--- src/rtl/temp_pkg.sv ---
// Types, widths and the word-to-degrees conversion shared by the temperature front end
// and the averager.
package temp_pkg;

  localparam int unsigned TEMP_W     = 9;
  localparam int unsigned FRAME_BITS = 16;

  typedef enum logic [2:0] {
    IDLE,
    SETUP,
    SHIFT,
    HOLD,
    UPDATE
  } state_e;

  // The high byte is the signed integer-degree part (floor of the 1/16 degree value).
  // Sign-magnitude is derived from it; zero always comes out as positive zero.
  function automatic logic [TEMP_W-1:0] sm_from_word(input logic [FRAME_BITS-1:0] w);
    logic [7:0] t;
    logic       unused_frac;
    t           = w[FRAME_BITS-1 -: 8];
    unused_frac = ^w[FRAME_BITS-9:0];
    return {t[7], (t[7] ? 8'(-t) : t)};
  endfunction

endpackage

--- src/rtl/sclk_divider.sv ---
// SPI clock generator: counts clk cycles per half period, toggles a registered sclk and
// flags the cycle in which sclk is about to rise or fall. Held idle low while disabled.
module sclk_divider #(
  parameter int unsigned CLK_DIV = 25
) (
  input  logic clk,
  input  logic rst,
  input  logic en,
  output logic sclk,
  output logic rise,
  output logic fall
);

  localparam int unsigned CntW = (CLK_DIV > 1) ? $clog2(CLK_DIV) : 1;

  logic [CntW-1:0] cnt_q;
  logic            wrap;

  assign wrap = en && (cnt_q == CntW'(CLK_DIV - 1));
  assign rise = wrap && !sclk;
  assign fall = wrap && sclk;

  always_ff @(posedge clk or negedge rst) begin
    if (!rst) begin
      cnt_q <= '0;
      sclk  <= 1'b0;
    end else if (!en) begin
      cnt_q <= '0;
      sclk  <= 1'b0;
    end else if (wrap) begin
      cnt_q <= '0;
      sclk  <= ~sclk;
    end else begin
      cnt_q <= cnt_q + 1'b1;
    end
  end

endmodule

--- src/rtl/temp_sensor_reader.sv ---
// Periodically reads a 16-bit two's-complement word from an SPI (mode 0) temperature sensor
// and presents it as held sign-magnitude integer degrees with a one-cycle update strobe.
module temp_sensor_reader
  import temp_pkg::*;
#(
  parameter int unsigned CLK_DIV       = 25,
  parameter int unsigned SAMPLE_PERIOD = 50000000
) (
  input  logic              clk,
  input  logic              rst,
  input  logic              en,
  input  logic              miso,
  output logic              sclk,
  output logic              cs_n,
  output logic [TEMP_W-1:0] temperatura,
  output logic              sample_valid,
  output logic              busy,
  output logic              frame_err
);

  localparam int unsigned PerW = $clog2(SAMPLE_PERIOD);
  localparam int unsigned DivW = (CLK_DIV > 1) ? $clog2(CLK_DIV) : 1;
  localparam int unsigned BitW = $clog2(FRAME_BITS + 1);

  state_e                state_q;
  logic [PerW-1:0]       per_q;
  logic                  pending_q;
  logic [DivW-1:0]       div_q;
  logic [BitW-1:0]       bit_q;
  logic [FRAME_BITS-1:0] shift_q;
  logic                  tick;
  logic                  start;
  logic                  sclk_rise;
  logic                  sclk_fall;

  assign tick = en && (per_q == PerW'(SAMPLE_PERIOD - 1));

  // A frame may begin from IDLE or straight out of UPDATE, which keeps back-to-back
  // frames separated by exactly one cs_n-high cycle.
  assign start = ((state_q == IDLE) || (state_q == UPDATE)) && (tick || (pending_q && en));

  always_ff @(posedge clk or negedge rst) begin
    if (!rst) begin
      per_q <= '0;
    end else if (!en || tick) begin
      per_q <= '0;
    end else begin
      per_q <= per_q + 1'b1;
    end
  end

  // Ticks arriving mid-frame collapse into a single pending request.
  always_ff @(posedge clk or negedge rst) begin
    if (!rst) begin
      pending_q <= 1'b0;
    end else if (!en || start) begin
      pending_q <= 1'b0;
    end else if (tick) begin
      pending_q <= 1'b1;
    end
  end

  sclk_divider #(
    .CLK_DIV (CLK_DIV)
  ) u_sclk_divider (
    .clk  (clk),
    .rst  (rst),
    .en   (state_q == SHIFT),
    .sclk (sclk),
    .rise (sclk_rise),
    .fall (sclk_fall)
  );

  always_ff @(posedge clk or negedge rst) begin
    if (!rst) begin
      state_q      <= IDLE;
      div_q        <= '0;
      bit_q        <= '0;
      shift_q      <= '0;
      cs_n         <= 1'b1;
      busy         <= 1'b0;
      sample_valid <= 1'b0;
      temperatura  <= '0;
      frame_err    <= 1'b0;
    end else begin
      sample_valid <= 1'b0;
      case (state_q)
        IDLE, UPDATE: begin
          if (start) begin
            state_q <= SETUP;
            cs_n    <= 1'b0;
            busy    <= 1'b1;
            div_q   <= '0;
            bit_q   <= '0;
          end else begin
            state_q <= IDLE;
          end
        end
        SETUP: begin
          if (div_q == DivW'(CLK_DIV - 1)) begin
            div_q   <= '0;
            state_q <= SHIFT;
          end else begin
            div_q <= div_q + 1'b1;
          end
        end
        SHIFT: begin
          if (sclk_rise) begin
            shift_q <= {shift_q[FRAME_BITS-2:0], miso};
            bit_q   <= bit_q + 1'b1;
          end
          if (sclk_fall && (bit_q == BitW'(FRAME_BITS))) begin
            state_q <= HOLD;
          end
        end
        HOLD: begin
          if (div_q == DivW'(CLK_DIV - 1)) begin
            div_q        <= '0;
            state_q      <= UPDATE;
            cs_n         <= 1'b1;
            busy         <= 1'b0;
            sample_valid <= 1'b1;
            // A frame with non-zero reserved bits is flagged and its value discarded.
            if (shift_q[1:0] != 2'b00) begin
              frame_err <= 1'b1;
            end else begin
              temperatura <= sm_from_word(shift_q);
            end
          end else begin
            div_q <= div_q + 1'b1;
          end
        end
        default: state_q <= IDLE;
      endcase
    end
  end

endmodule

--- config.mk ---
export PLATFORM = sky130hd
export DESIGN_NAME = temp_sensor_reader
export DESIGN_NICKNAME = d
export VERILOG_FILES = /design/src/rtl/temp_pkg.sv /design/src/rtl/sclk_divider.sv /design/src/rtl/temp_sensor_reader.sv
export SDC_FILE = /design/constraint.sdc
export NUM_CORES = 1
export LEC_CHECK = 0
export CAP_MARGIN = 20
export CORE_MARGIN = 2
export CORE_UTILIZATION = 40
export CTS_CLUSTER_SIZE = 14
export DETAILED_ROUTE_END_ITERATION = 10
export HOLD_SLACK_MARGIN = 0.08
export SLEW_MARGIN = 20
export SYNTH_ARGS = -nofsm -noshare
export SYNTH_HDL_FRONTEND = slang
export SYNTH_SLANG_ARGS = --single-unit
--- constraint.sdc ---
create_clock -name clk -period 3.6 [get_ports clk]
set_clock_uncertainty 0.2 [all_clocks]
set_input_delay 0.36 -clock clk [delete_from_list [all_inputs] [get_ports clk]]
set_output_delay 0.36 -clock clk [all_outputs]
set_load 0.01 [all_outputs]
; ---- After elaboration in Yosys (flattened, before gate mapping)
; Cells that the tools add are included.
[word_totals]
regBits = 75
latch_bits = 0
mem_bits_rw = 0
mem_bits_ro = 0
in_bits = 4
word_cells = 88
mem_count = 0
[classes]
addsub = 5
mul = 0
div = 0
n_lt_le_gt_ge = 0
eq_ne = 14
shift = 0
n_mux = 26
bitwise_logic = 2
n_reduce_logical = 28
[op_table]
columns = cell, n
row1 = $add 26x1->26 const B, 1
row2 = $eq 26x26->1 const B, 1
row3 = $mux 26, 1
row4 = $mux 5, 5
row5 = $pmux 5 s2, 2
row6 = $add 5x1->5 const B, 3
row7 = $eq 5x5->1 const B, 3
row8 = $reduce_and 3->1, 5
row9 = $ne 2x2->1 const B, 6
row10 = $pmux 3 s4, 1
row11 = $mux 1, 11
row12 = $reduce_bool 2->1, 5
row13 = $mux 3, 3
row14 = $mux 8, 1
row15 = $neg 8->8, 1
row16 = $logic_and 1x1->1, 7
row17 = $eq 3x2->1 const B, 2
row18 = $logic_or 1x1->1, 4
row19 = $pmux 1 s2, 2
row20 = $reduce_and 2->1, 2
row21 = $reduce_or 2->1, 2
row22 = $eq 3x1->1 const B, 1
row23 = $eq 3x3->1 const B, 1
row24 = $logic_not 3->1, 1
row25 = 2 further kinds, 4

; ---- Depth between registers and ports, before layout
[depth]
ltp_word = 6
depth_mapped = 8
ltp_nobuf = 7

; ---- Hierarchy
; From an unflattened synthesis, not the netlist that was laid out.
[hier_totals]
hier_cells = 363
hier_area_um2 = 3866.2
[by_module_without_submodules]
columns = module, n_inst, cells_per_inst, area_each_um2, seq_area_each_um2
row1 = temp_sensor_reader, 1, 334, 3553.4, 1727.9
row2 = sclk_divider, 1, 29, 312.8, 150.1

; ---- Worst setup path before layout
; OpenSTA, ideal clock, no wires.
[synth_timing]
kind = reg2reg
start = register state_q[0]
end = register bit_q[2]
t_arrival_ps = 1627
required_ps = 3272
setup_slack_ps = 1645
stages_incl_launch_ff = 8
n_path_buf = 3
cell_sequence = dfrtp_1 > or3b_1 > buf_2 > or3_1 > buf_2 > buf_6 > nand2_1 > o22ai_1
[synth_between]
elab_chain_len = 5
[synth_rtl]
columns = item, line_no
row1 = start: declaration, temp_sensor_reader.sv:25  ; state_e state_q;
row2 = start signal: assignment, temp_sensor_reader.sv:76  ; state_q <= IDLE;
row3 = start signal: assignment, temp_sensor_reader.sv:90  ; state_q <= SETUP;
row4 = start signal: assignment, temp_sensor_reader.sv:96  ; state_q <= IDLE;
row5 = $eq 3x2->1 (tied with other cells), "temp_sensor_reader.sv:68, temp_sensor_reader.sv:87"
row6 = $logic_and 1x1->1 / $logic_or 1x1->1 (equally long branches), "sclk_divider.sv:19, temp_sensor_reader.sv:40"
row7 = "$logic_and 1x1->1, on equally long branches", "sclk_divider.sv:20, temp_sensor_reader.sv:40"
row8 = $ne 2x2->1 (no line), -
row9 = $reduce_and 3->1 (no line), -
row10 = end signal: assignment, temp_sensor_reader.sv:110  ; bit_q <= bit_q + 1'b1;
row11 = end: declaration, temp_sensor_reader.sv:29  ; logic [BitW-1:0] bit_q;
; Several ways; a longest one is shown, not always the timed one.
; A chain may end at the register's enable or synchronous reset.

; ---- Worst setup path in the final report
[layout_timing]
start = register per_q[7]
end = register bit_q[0]
[layout_between]
elab_chain_len = 6
[layout_rtl]
columns = item, line_no
row1 = start: declaration, temp_sensor_reader.sv:26  ; logic [PerW-1:0] per_q;
row2 = start signal: assignment, temp_sensor_reader.sv:48  ; per_q <= per_q + 1'b1;
row3 = $eq 26x26->1, temp_sensor_reader.sv:36  ; assign tick = en && (per_q == PerW'(SAMPLE_PERIOD - 1));
row4 = $logic_and 1x1->1, temp_sensor_reader.sv:36
row5 = $logic_or 1x1->1, temp_sensor_reader.sv:40  ; assign start = ((state_q == IDLE) || (state_q == UPDATE)) && (tick || (pending_q && en));
row6 = $logic_and 1x1->1, temp_sensor_reader.sv:40
row7 = $ne 2x2->1 (no line), -
row8 = $reduce_and 3->1 (no line), -
; No other way between the ends.

==> flow_summary_export.csv <==
group,metric,value,unit
sta,slew_headroom,38.1,%
sta,worst_slack,1220,ps
sta,max_freq,419,MHz
sta,fin_crit_sh,66.2,%
synth,ys_top_cells_by_area,"dfrtp_1 (52%), nand2_1 (7.0%), xnor2_1 (5.0%), nor2_1 (4.7%), xor2_1 (3.2%)",
sta,setup_viol,0,
finish,finalInstanceArea,0.00401,mm2
sta,worstMarginPinSlew,928,ps
synth,synth-edff-count,0,
synth,syn_inst,365,
cts,cts_sinks,75,
synth,synth_fp_nets,377,
power_and_ir_drop,power,1.60,mW
finish,diodes,0,
global_route,antenna_found_initial,0,
critical_path,cp_max_fo,11,
finish,final_util,46.4,%
global_route,gr-usage-all-layers,14.3,%
routing,vias_per_cell,5.02,
routing,vias,2488,
synth,synth_top_family_by_area,"simple AND/OR/NAND/NOR gates",
job,drv_cap,0,
finish,fillCellCount,820,
floorplan,fp.coreArea,0.00864,mm2
floorplan,die_w,98.0,um
cts,clk_pin_slew,90,ps
sta,period_needed,2380,ps
synth,yosys.area_share.adder,2.83,%
critical_path,cp-start-kind,"register",
routing,drc_errors,0,
critical_path,cpPeakStageDelay,540,ps
run_status,outcome,"finished clean",
floorplan,start_util,40.9,%
critical_path,critical_path_buf_inv_count,0,
sta,rsz0062_at_grt,"false",
routing,wl,6360,um
synth,synth-compound-area-share,6.48,%
synth,synthMuxAreaShare,1.24,%
place,port_buffers,17,
sta,fin_tns_setup,0,ps
finish,drive_above_1_share,9.02,%
cts,numCtsBuffers,9,
power_and_ir_drop,pwr_density_cell,400,mW/mm2
synth,ys_ff_latch,75,
cts,ctsRootBufferMaster,"clkbuf_8",
synth,synth_ff_type,"dfrtp_1",
synth,syn_area_per_cell,9.68,um2
finish,regArea,0.00188,mm2
place,dpl-instance-area,0.00377,mm2
place,place_ws,1220,ps
synth,yosysSeqAreaShare,53.2,%
synth,synth_top_area_share,52.4,%
global_route,grt_first_pass_wirelength,11300,um
finish,mostFrequentLayoutCells,"dfrtp_1 (74), nand2_1 (66), nor2_1 (44), xnor2_1 (20), inv_1 (19)",
critical_path,path_delay_family,"simple AND/OR/NAND/NOR gates",
synth,synth.yosys.warnings,0,
global_route,grt_pass1_vias,2440,
critical_path,cp_cell_sequence,"nor4_1 > nand3b_1 > nor4_1 > o211a_1 > o21ai_0",
cts,cts_setup_buffers,0,
synth,synth.cell_area,0.00353,mm2
critical_path,cp.required,3610,ps
synth,yosys.area_share.simple,23.9,%
place,placed_cells,479,
routing,wl_per_cell,12.8,um
power_and_ir_drop,irDropWorstVdd,170,uV
cts,cts_tree,"yes",
global_route,grt_max_degree,76,
global_route,overflow,0,
synth,async_flop_share,100,%
critical_path,cp_slowest_cell,"nor4_1",
critical_path,critPathArrivalTime,2390,ps
place,gp_congestion,0.745,
cts,clk_path_buf_depth,2,
finish,multi_input_area,0.00151,mm2
critical_path,worstSetupEndpointType,"register",
routing,drt_iter0_markers,116,
critical_path,crit_top_cell,"nor4_1",
finish,instances_no_fill,496,
floorplan,rows,34,
finish,nNetsFinal,395,
floorplan,die-height,98.0,um
sta,drv_slew,0,
cts,h-tree-depth,3,
sta,whs,280,ps
finish,syn_to_final_growth,13.5,%
floorplan,dieArea,0.00960,mm2
floorplan,ios,18,
synth,synth.distinct_cells,45,
power_and_ir_drop,p_leak,1.86,nW
synth,synth_xor_area_share,8.18,%
routing,drt-pass1-iter-count,4,
sta,hold_viol_final,0,
critical_path,critical_path_class,"register to register",
worst_hold_path,hp-class,"register to register",
synth,yosys.area.top_type,"dfrtp_1",
cts,insertion_delay,340,ps
finish,mostFrequentLayoutCell,"dfrtp_1",
place,place_hpwl,4190,um
routing,antenna_left,0,
registers in the layout (all words and copies together), names as in the netlist, 3 cells and up:
name                  count
bit_q                     5
div_q                     5
per_q                    26
shift_q                  16
state_q                   3
temperatura               9
u_sclk_divider.cnt_q      5
report_power, final:
group	leakage, nW	switching (mW)	internal (mW)
logic	0.764	0.0229	0.00683
registers	0.985	0.00272	0.844
clock network	0.111	0.328	0.396
path summary, 6_finish.rpt:
| path | from | end | slack, ps | depth (start not counted) |
|---|---|---|---|---|
| min | shift_q[6]$_DFFE_PN0P_ | shift_q[7]$_DFFE_PN0P_ | 280 | 2 |
| max reg2reg | per_q[7]$_DFF_PN0_ | bit_q[0]$_DFFE_PN0P_ | 1220 | 5 |
| max in group asynchronous | rst | shift_q[0]$_DFFE_PN0P_ | 2110 | 2 |
| min reg2reg | shift_q[6]$_DFFE_PN0P_ | shift_q[7]$_DFFE_PN0P_ | 280 | 2 |
| max | per_q[7]$_DFF_PN0_ | bit_q[0]$_DFFE_PN0P_ | 1220 | 5 |
| min in group asynchronous | rst | per_q[9]$_DFF_PN0_ | 500 | 2 |
logic make-up (layout without fill, tap and decap cells):
group                    after synthesis  count (layout)
XOR/XNOR                              33              33
AND/OR/NAND/NOR                      178             178
adder cells (fa/ha/maj)                8               8
AO/OA/AOI/OAI                         35              35
multiplexers                           4               4
buffers and inverters                 32              55
flip-flops                            75              75
synthesized netlist by cell type, drive strengths merged (5+ instances only):
master and number:
xnor2 20, a21oi 8, and4 5, nand4 10, xor2 13, nor3 14, ha 8, nand3 12
o21ai 11, nand2 66, buf 10, dfrtp 74, inv 19, nor4 5, nor2 45
final cells by class:
cell class              count  area share, %
inverters                  19           1.78
repair buffers             20           4.81
clock buffers               9           3.09
multi-input cells         258           37.6
well taps                 108           3.37
flip-flops and latches     75           46.9
clock inverters             7           2.47
worst register-to-register path: stages (launching register included):
cell and delay [ps]:
dfrtp_1 440, nor4_1 320, nand3b_1 130, nor4_1 540
o211a_1 480, o21ai_0 150
repair_timing:
item / in CTS / in global routing
hold buffers: 1 / 0
endpoints found under the setup margin: 0 / 0
hold endpoints to repair: 74 / 0
resized for setup: 0 / 0
layer usage:
metal	track usage, %	share of wire [%]
met1	20.0	50
met3	3.58	2.9
met4	5.13	1.3
met2	21.8	46
met5	0	0
Note: power is estimated with default switching activity, not from simulation.
